$ cat src/rtl/instr_issue_buffer_if.sv
// Handshake bundle between an opcode source and the instruction issue buffer.
// Signal names keep the buffer-side direction suffixes so both ends read the same.
interface instr_issue_buffer_if #(
  parameter int DEPTH = 8
);
  localparam int OW = $clog2(DEPTH + 1);

  logic          in_valid_i;
  logic [3:0]    in_opcode_i;
  logic          in_ready_o;
  logic          stall_i;
  logic          flush_i;
  logic [3:0]    opcode_o;
  logic          valid_o;
  logic          mode_o;
  logic [OW-1:0] occupancy_o;

  modport master (
    output in_valid_i, in_opcode_i, stall_i, flush_i,
    input  in_ready_o, opcode_o, valid_o, mode_o, occupancy_o
  );

  modport slave (
    input  in_valid_i, in_opcode_i, stall_i, flush_i,
    output in_ready_o, opcode_o, valid_o, mode_o, occupancy_o
  );
endinterface

$ cat src/rtl/instr_issue_buffer.sv
// Opcode FIFO that issues one opcode per cycle, plus an occupancy-driven
// LowPower/HighPerf mode governor with a dwell filter against chatter.
//
// state     | meaning
// LOW_POWER | mode_o=0, waiting for occupancy >= HI_THRESH for HOLD_CYCLES edges
// HIGH_PERF | mode_o=1, waiting for occupancy <= LO_THRESH for HOLD_CYCLES edges
module instr_issue_buffer #(
  parameter int DEPTH       = 8,
  parameter int HI_THRESH   = 6,
  parameter int LO_THRESH   = 2,
  parameter int HOLD_CYCLES = 4
) (
  input  logic                 clk_i,
  input  logic                 rst_n_i,
  instr_issue_buffer_if.slave  bus
);
  localparam int PW = $clog2(DEPTH);
  localparam int OW = $clog2(DEPTH + 1);
  localparam int DW = (HOLD_CYCLES > 1) ? $clog2(HOLD_CYCLES) : 1;

  typedef enum logic {
    LOW_POWER = 1'b0,
    HIGH_PERF = 1'b1
  } mode_t;

  logic [3:0]    mem [DEPTH];
  logic [PW-1:0] wr_ptr;
  logic [PW-1:0] rd_ptr;
  logic [OW-1:0] occ;
  logic [3:0]    opcode_q;
  logic          valid_q;
  logic          full;
  logic          push;
  logic          pop;

  mode_t         state;
  mode_t         state_nxt;
  logic [DW-1:0] dwell;
  logic [DW-1:0] dwell_nxt;
  logic          qual;

  assign full = (occ == OW'(DEPTH));
  // Flush outranks both sides, so neither pointer moves on a flush edge.
  assign push = bus.in_valid_i && !full && !bus.flush_i;
  assign pop  = !bus.stall_i && (occ != '0) && !bus.flush_i;

  always_ff @(posedge clk_i) begin
    if (push) begin
      mem[wr_ptr] <= bus.in_opcode_i;
    end
  end

  always_ff @(posedge clk_i or negedge rst_n_i) begin
    if (!rst_n_i) begin
      wr_ptr   <= '0;
      rd_ptr   <= '0;
      occ      <= '0;
      opcode_q <= '0;
      valid_q  <= 1'b0;
    end else if (bus.flush_i) begin
      wr_ptr  <= '0;
      rd_ptr  <= '0;
      occ     <= '0;
      valid_q <= 1'b0;
    end else begin
      if (push) begin
        wr_ptr <= wr_ptr + PW'(1);
      end
      if (pop) begin
        rd_ptr   <= rd_ptr + PW'(1);
        opcode_q <= mem[rd_ptr];
      end
      valid_q <= pop;
      case ({push, pop})
        2'b10:   occ <= occ + OW'(1);
        2'b01:   occ <= occ - OW'(1);
        default: occ <= occ;
      endcase
    end
  end

  always_ff @(posedge clk_i or negedge rst_n_i) begin
    if (!rst_n_i) begin
      state <= LOW_POWER;
      dwell <= '0;
    end else begin
      state <= state_nxt;
      dwell <= dwell_nxt;
    end
  end

  always_comb begin
    state_nxt = state;
    dwell_nxt = dwell;
    qual      = 1'b0;
    case (state)
      LOW_POWER: qual = (occ >= OW'(HI_THRESH));
      HIGH_PERF: qual = (occ <= OW'(LO_THRESH));
      default:   qual = 1'b0;
    endcase
    if (bus.flush_i || !qual) begin
      dwell_nxt = '0;
    end else if (dwell == DW'(HOLD_CYCLES - 1)) begin
      state_nxt = (state == LOW_POWER) ? HIGH_PERF : LOW_POWER;
      dwell_nxt = '0;
    end else begin
      dwell_nxt = dwell + DW'(1);
    end
  end

  assign bus.in_ready_o  = !full;
  assign bus.opcode_o    = opcode_q;
  assign bus.valid_o     = valid_q;
  assign bus.mode_o      = (state == HIGH_PERF);
  assign bus.occupancy_o = occ;
endmodule
$ cat src/flat_wrapper.sv
// flat-port wrapper written by rule: the top's interface ports become plain ports
module instr_issue_buffer_flat 
#(
  parameter int DEPTH       = 8,
  parameter int HI_THRESH   = 6,
  parameter int LO_THRESH   = 2,
  parameter int HOLD_CYCLES = 4
)
  (clk_i, rst_n_i, bus_in_valid_i, bus_in_opcode_i, bus_stall_i, bus_flush_i, bus_in_ready_o, bus_opcode_o, bus_valid_o, bus_mode_o, bus_occupancy_o);
  instr_issue_buffer_if #(.DEPTH(DEPTH)) bus_i ();
  input  logic clk_i;
  input  logic rst_n_i;
  input wire logic [$bits(bus_i.in_valid_i)-1:0] bus_in_valid_i;
  input wire logic [$bits(bus_i.in_opcode_i)-1:0] bus_in_opcode_i;
  input wire logic [$bits(bus_i.stall_i)-1:0] bus_stall_i;
  input wire logic [$bits(bus_i.flush_i)-1:0] bus_flush_i;
  output wire logic [$bits(bus_i.in_ready_o)-1:0] bus_in_ready_o;
  output wire logic [$bits(bus_i.opcode_o)-1:0] bus_opcode_o;
  output wire logic [$bits(bus_i.valid_o)-1:0] bus_valid_o;
  output wire logic [$bits(bus_i.mode_o)-1:0] bus_mode_o;
  output wire logic [$bits(bus_i.occupancy_o)-1:0] bus_occupancy_o;
  assign bus_i.in_valid_i = bus_in_valid_i;
  assign bus_i.in_opcode_i = bus_in_opcode_i;
  assign bus_i.stall_i = bus_stall_i;
  assign bus_i.flush_i = bus_flush_i;
  assign bus_in_ready_o = bus_i.in_ready_o;
  assign bus_opcode_o = bus_i.opcode_o;
  assign bus_valid_o = bus_i.valid_o;
  assign bus_mode_o = bus_i.mode_o;
  assign bus_occupancy_o = bus_i.occupancy_o;
  instr_issue_buffer #(.DEPTH(DEPTH), .HI_THRESH(HI_THRESH), .LO_THRESH(LO_THRESH), .HOLD_CYCLES(HOLD_CYCLES)) u_core (.clk_i(clk_i), .rst_n_i(rst_n_i), .bus(bus_i));
endmodule
$ cat config.mk
export PLATFORM = sky130hd
export DESIGN_NAME = instr_issue_buffer_flat
export DESIGN_NICKNAME = d
export VERILOG_FILES = /design/src/rtl/instr_issue_buffer_if.sv /design/src/rtl/instr_issue_buffer.sv /design/src/flat_wrapper.sv
export SDC_FILE = /design/constraint.sdc
export NUM_CORES = 1
export LEC_CHECK = 0
export BUFFER_PORTS_ARGS = -buffer_cell sky130_fd_sc_hd__buf_4
export CORE_MARGIN = 3
export CORE_UTILIZATION = 45
export CTS_CLUSTER_SIZE = 16
export DETAILED_ROUTE_END_ITERATION = 7
export GPL_TIMING_DRIVEN = 0
export HOLD_SLACK_MARGIN = 0.08
export MAX_ROUTING_LAYER = met4
export PLACE_DENSITY = 0.71
export SYNTH_ARGS = -nofsm -noshare
export SYNTH_HDL_FRONTEND = slang
export SYNTH_SLANG_ARGS = --single-unit
$ cat constraint.sdc
create_clock -name clk_i -period 3.1 [get_ports clk_i]
set_input_delay 0.31 -clock clk_i [delete_from_list [all_inputs] [get_ports clk_i]]
set_output_delay 0.31 -clock clk_i [all_outputs]
set_load 0.02 [all_outputs]
== Word level (Yosys, flattened, before mapping) ==
Memory sizes are Yosys's and may differ from the RTL's. A register that Yosys moved wholly into a read port is not among the register bits.
Index checks and enable logic that the tools add are counted.
Storage, ports and cells
  memories: 1
  RAM bits: 32
  logic and storage cells: 50
  register bits after elaboration: 14
Operators by class
  add/sub/neg operators: 5
  mux-type cells: 13
  order comparisons: 2
  reduce and logical (&&, ||, !) cells: 16
  bitwise logic cells: 3
  equality and inequality tests: 4
Memory list
  u_core.mem: words 8, bits a word 4, rd ports 1, clocked after memory_dff 1, write ports 1, RTL line instr_issue_buffer.sv:26  | logic [3:0] mem [DEPTH];
Operators by type and width (count)
  2-to-1 mux 3 bit: 4
  case mux 4 bit (2 select lines): 1
  adder 3 x 1 -> 3 bit, second input constant: 2
  zero test 1 bit: 5
  adder 4 x 1 -> 4 bit, second input constant: 1
  == test 2 bit, second input constant: 2
  == test 4 bit, second input constant: 1
  greater-or-equal comparator 4 x 3 -> 1 bit, second input constant: 1
  less-or-equal comparator 4 x 2 -> 1 bit, second input constant: 1
  logical AND 1 bit: 4
  2-to-1 mux 1 bit: 4
  2-to-1 mux 2 bit: 2
  2-to-1 mux 4 bit: 1
  AND reduction 2 bit: 2
  nonzero test 2 bit: 2
  nonzero test 4 bit: 1
  subtractor 4 x 1 -> 4 bit, second input constant: 1
  inverter 1 bit: 3
  nonzero test 3 bit: 1
  adder 2 x 1 -> 2 bit, second input constant: 1
  == test 2 x 1 -> 1 bit, second input constant: 1
  case mux 1 bit (2 select lines): 1
  logical OR 1 bit: 1

== Depth between registers and ports, before layout ==
  depth in word-level cells: 7
  gate-level depth with buffers: 9
  depth with buffers taken out: 8

== Worst setup path after synthesis ==
OpenSTA, ideal clock, no wires.
  path kind: register -> register
  start: register u_core.occ[1] (netlist: u_core.bus.occupancy_o[1])
  end: register u_core.occ[3] (netlist: u_core.bus.occupancy_o[3])
  setup time: 0.082 ns
  setup slack: 0.232 ns
  path buffers: 1
  stages on the path, launching flop included: 10
  arrival time: 2.786 ns
  required time: 3.018 ns
  path through: dfrtp_1 > or4b_1 > buf_2 > nand2_1 > and2_1 > ha_1 > or2_2 > a2111o_1 > a21o_1 > a31oi_1
On the way
  cells in the longest elaborated chain, start to end: 7
  elaborated cells on any way between the ends: 14
  those cells by class: add/sub (2); eq/ne (3); mux (2); reduce/logical (7)
Ends and longest elaborated chain
  from (decl): RTL line instr_issue_buffer.sv:29  | logic [OW-1:0] occ;
  from (signal assigned): RTL line instr_issue_buffer.sv:75  | 2'b10: occ <= occ + OW'(1);
  from (signal assigned): RTL line instr_issue_buffer.sv:76  | 2'b01: occ <= occ - OW'(1);
  == test 4 bit (*): RTL line instr_issue_buffer.sv:42  | assign full = (occ == OW'(DEPTH));
  zero test 1 bit (*)
  named net bus_in_ready_o: RTL line flat_wrapper.sv:17  | output wire logic [$bits(bus_i.in_ready_o)-1:0] bus_in_ready_o;
  logical AND 1 bit (*) (2 in series): RTL line instr_issue_buffer.sv:44  | assign push = bus.in_valid_i && !full && !bus.flush_i;
  == test 2 x 1 -> 1 bit or == test 2 bit (tied branches): RTL line instr_issue_buffer.sv:74  | case ({push, pop})
  case mux 4 bit (2 select lines): RTL line instr_issue_buffer.sv:74
  2-to-1 mux 4 bit: RTL line instr_issue_buffer.sv:60  | end else if (bus.flush_i) begin
The timed path passes the listed nets; every way through them passes the cells marked *.
A chain may end at the register's enable or synchronous reset.

== Worst setup path in the final report ==
  start: register u_core.occ[1] (netlist: u_core.bus.occupancy_o[1])
  end: register u_core.occ[3] (netlist: u_core.bus.occupancy_o[3])
On the way
  cells in the longest elaborated chain, start to end: 7
  elaborated cells on any way between the ends: 14
  those cells by class: add/sub (2); eq/ne (3); mux (2); reduce/logical (7)
Ends and longest elaborated chain (RTL line)
  == test 4 bit: instr_issue_buffer.sv:42
  zero test 1 bit: instr_issue_buffer.sv:44
  logical AND 1 bit (2 in series): instr_issue_buffer.sv:44
  == test 2 x 1 -> 1 bit or == test 2 bit (tied branches): instr_issue_buffer.sv:74
  case mux 4 bit (2 select lines): instr_issue_buffer.sv:74
  2-to-1 mux 4 bit: instr_issue_buffer.sv:60
Several ways; a longest one is shown, not always the timed one.

==> reports/qor.csv <==
metric;value;unit
area of the die;6000;sq um
clk_skew;5.75;ps
worst relative slew slack;0.595;
via count of the routed design;1389;
Via density;5.24;
dominant register cell in the synthesized netlist;edfxtp_1;
CTS H-tree depth;2;
Min-Delay Path Depth;1;
number of buffers inserted to repair setup after CTS;0;
Setup CP Type;register to register;
height of the die;77.4;um
antenna violations before repair;0;
Area growth syn-to-layout;14.0;%
Post-Syn Nets;187;
cell at the root of the clock tree;clkbuf_8;
Hold Crit Start;bus_in_opcode_i[2];
combined global-route utilization of all metal layers;0.150;
family with the most delay on the worst path;simple AND/OR/NAND/NOR gates;
Crit path arrival time;3160;ps
Power Density;704;nW/um^2
Gate Count Post-Synth;172;
TritonCTS clock tree;built;
count of nets left with antenna violations after detail routing;0;
terminus of the critical flop-to-flop path;u_core.bus.occupancy_o[3];
largest net degree at the start of global routing;19;
register area share after synthesis;0.615;
end point of the most critical hold path;u_core.mem[0][2];
category of the worst setup path capture point;register;
largest fanout of any net on the critical path;9;
number of fill cells in the layout;406;
clock share of power;0.202;
Req. time, crit path;3310;ps
input/output buffers;17;
summed negative setup slack over all endpoints;0;ps
flip-flop and latch count after synthesis;50;
IR drop worst, VDD;0.000366;V
clock-pin slew on the worst setup and hold paths;80;ps
internal power;1240;uW
fraction of final layout cells sized beyond drive strength 1;0.197;
IO Count;20;
Post-synth EDFFs;32;
Fin Hold WS;259;ps
Tightest Pin Transition;603;ps
worst hold path type;primary input to register;
die span in x;77.4;um
fraction of registers with async set/reset;0.360;
Worst-Skew Late Latency;290;ps
leading area contributor after synthesis;edfxtp_1;
CP Cell Sequence;or4b_1, buf_2, nand2_1, and2_1, ha_1, or2_2, a2111o_1, a21o_1, a31oi_1;
area of the mapped netlist;2300;sq um
half-perimeter wire length after detailed placement;3070;um
max-cap check violation count;0;
Clock Path Buffers;2;
CP max stage cell;or4b_1;
Setup violations, final;0;
number of global-route vias before repair;1374;
number of inserted diodes;0;
core region area;4820;sq um
number of failing hold endpoints at the final stage;0;
wire per inst;15.4;um
final clock period utilization by the worst path;0.951;
status;completed;
switching share of total power;0.328;
number of unique standard cell types used by synthesis;42;
CTS Buf Count;5;
Sink Count;50;
DRC marker count from the first detailed-route iteration;65;
Final Max Tran Viols;0;
share of power burned in combinational logic;0.325;
register-to-register setup slack;150;ps
number of standard-cell rows in the floorplan;25;
global-route wire length before repair;6840;um
Reg2Reg Depth;9;
net switching power;604;uW
starting density of the core;0.477;
net count of the finished layout;212;
leakage power figure;0.00100;uW
First-pass DRT Iterations;4;
CP bufs+invs;1;
delay of the slowest cell on the worst path;560;ps
RSZ-0062 raised after global routing;no;
sequential fraction of design power;0.473;
Yosys top cell area share;0.419;
final critical-path required period;2950;ps
source of the worst register-to-register timing path;u_core.bus.occupancy_o[1];
placer congestion estimate;0.776;
top post-synthesis cells by area;edfxtp_1, dfrtp_1, mux2i_1;
Power Total;1840;uW
post-route DRC violation count;0;
Post-Synthesis Mean Instance Area;13.3;sq um
FMAX;339;MHz
remaining global-route overflow;0;
critical path launch point type;register;
number of synthesis warnings;0;
total wirelength of the detailed-routed design;4080;um
-- flip-flops by register name, summed over array words and instances (netlist names) --
name / count
u_core.bus.mode_o: 1
u_core.bus.occupancy_o: 4
u_core.bus.opcode_o: 4
u_core.bus.valid_o: 1
u_core.dwell: 2
u_core.mem: 32
u_core.rd_ptr: 3
u_core.wr_ptr: 3
-- placed cells by master, fill, tap and decap left out, types with 2 or more instances in the layout --
| cell | netlist | routed |
|---|---|---|
| edfxtp_1 | 32 | 32 |
| mux2i_1 | 18 | 18 |
| buf_4 | 1 | 18 |
| dfrtp_1 | 18 | 16 |
| nor2_1 | 14 | 14 |
| a22oi_1 | 8 | 8 |
| nand3_1 | 7 | 7 |
| o21ai_0 | 6 | 6 |
| nor2b_1 | 6 | 6 |
| clkbuf_8 | 0 | 6 |
| nand2_1 | 5 | 5 |
| ha_1 | 5 | 5 |
| clkbuf_1 | 3 | 4 |
| nand2b_1 | 4 | 4 |
| xnor2_1 | 4 | 4 |
| inv_1 | 4 | 4 |
| a21oi_1 | 3 | 3 |
| and2_1 | 3 | 3 |
| a211o_1 | 2 | 2 |
| buf_2 | 2 | 2 |
| nor3_1 | 2 | 2 |
| nor3b_1 | 2 | 2 |
| mux2_2 | 2 | 2 |
| xor2_1 | 2 | 2 |
| dfrtp_2 | 0 | 2 |
-- layer usage --
layer,part of all wire,GRT usage,vias up
li1,-,-,679
met1,0.45,0.189,678
met2,0.50,0.237,25
met3,0.034,0.0418,7
met4,0.0093,0.0445,0
met5,0,-,-
-- cell usage after synthesis, types with 2 or more instances --
cell type	number
inv_1	4
nor3b_1	2
mux2i_1	18
buf_2	2
xor2_1	2
mux2_2	2
o21ai_0	6
nor2b_1	6
clkbuf_1	3
a21oi_1	3
dfrtp_1	18
edfxtp_1	32
nand3_1	7
nand2b_1	4
nand2_1	5
nor3_1	2
xnor2_1	4
ha_1	5
and2_1	3
nor2_1	14
a22oi_1	8
a211o_1	2
-- area by class of cell --
type                    count  area [sq um]  share of cell area
clock buffers               7          86.3              0.0330
well taps                  67          83.8              0.0320
repair buffers             18           138              0.0526
clock inverters             1          5.00             0.00191
inverters                   4          15.0             0.00574
plain buffers               7          32.5              0.0124
flip-flops and latches     50          1410               0.540
multi-input cells         111           843               0.322
-- repair_timing --
item                                    CTS  global route
endpoints found under the hold margin    18             0
endpoints found under the setup margin    1             1
resized for setup                         1             3
pin swaps                                 0             0
hold buffers                              1             0
-- power groups by stage --
| stage | Combinational (uW) | Sequential (uW) | Clock, uW |
|---|---|---|---|
| 6_report | 599 | 872 | 373 |
| 5_1_grt | 658 | 886 | 421 |
| 4_1_cts | 605 | 869 | 384 |
| 3_5_place_dp | 597 | 883 | 0 |
| 3_3_place_gp | 573 | 873 | 0 |
| 2_1_floorplan | 370 | 920 | 0 |
-- cell families after synthesis --
logic type                 count (synthesis)  share of synthesized area
AOI/OAI and AO/OA                         24                     0.0736
xor gates and xnor gates                   6                     0.0229
adders and majority gates                  6                     0.0360
buffers and inverters                     11                     0.0207
DFF                                       50                      0.615
muxes                                     20                     0.0883
and+or+nand+nor                           55                      0.144
-- through the flow --
step,cells,setup WS [ps],cell area (sq um),utilization
detailed placement,256,9.41,2510,0.521
floorplan,172,232,2300,-
CTS,265,60.2,2620,0.543
global route,265,19.3,2620,0.543
global placement,256,162,2510,0.521
finish,265,153,2620,0.543
-- worst max path at each step --
| stage | startpoint | end | slack (ps) | cells after the start |
|---|---|---|---|---|
| final | u_core.bus.occupancy_o[1] | u_core.bus.occupancy_o[3] | 150 | 9 |
| after global routing | u_core.bus.occupancy_o[1] | u_core.bus.occupancy_o[3] | 20 | 9 |
| after CTS | u_core.bus.occupancy_o[1] | u_core.bus.occupancy_o[3] | 60 | 9 |
| after detailed placement | u_core.bus.occupancy_o[1] | u_core.bus.occupancy_o[3] | 9 | 8 |
| after global placement | u_core.bus.occupancy_o[1] | u_core.bus.occupancy_o[3] | 160 | 8 |
| after floorplan | u_core.bus.occupancy_o[1] | u_core.bus.occupancy_o[3] | 230 | 9 |
Note: power is estimated with default switching activity, not from simulation.
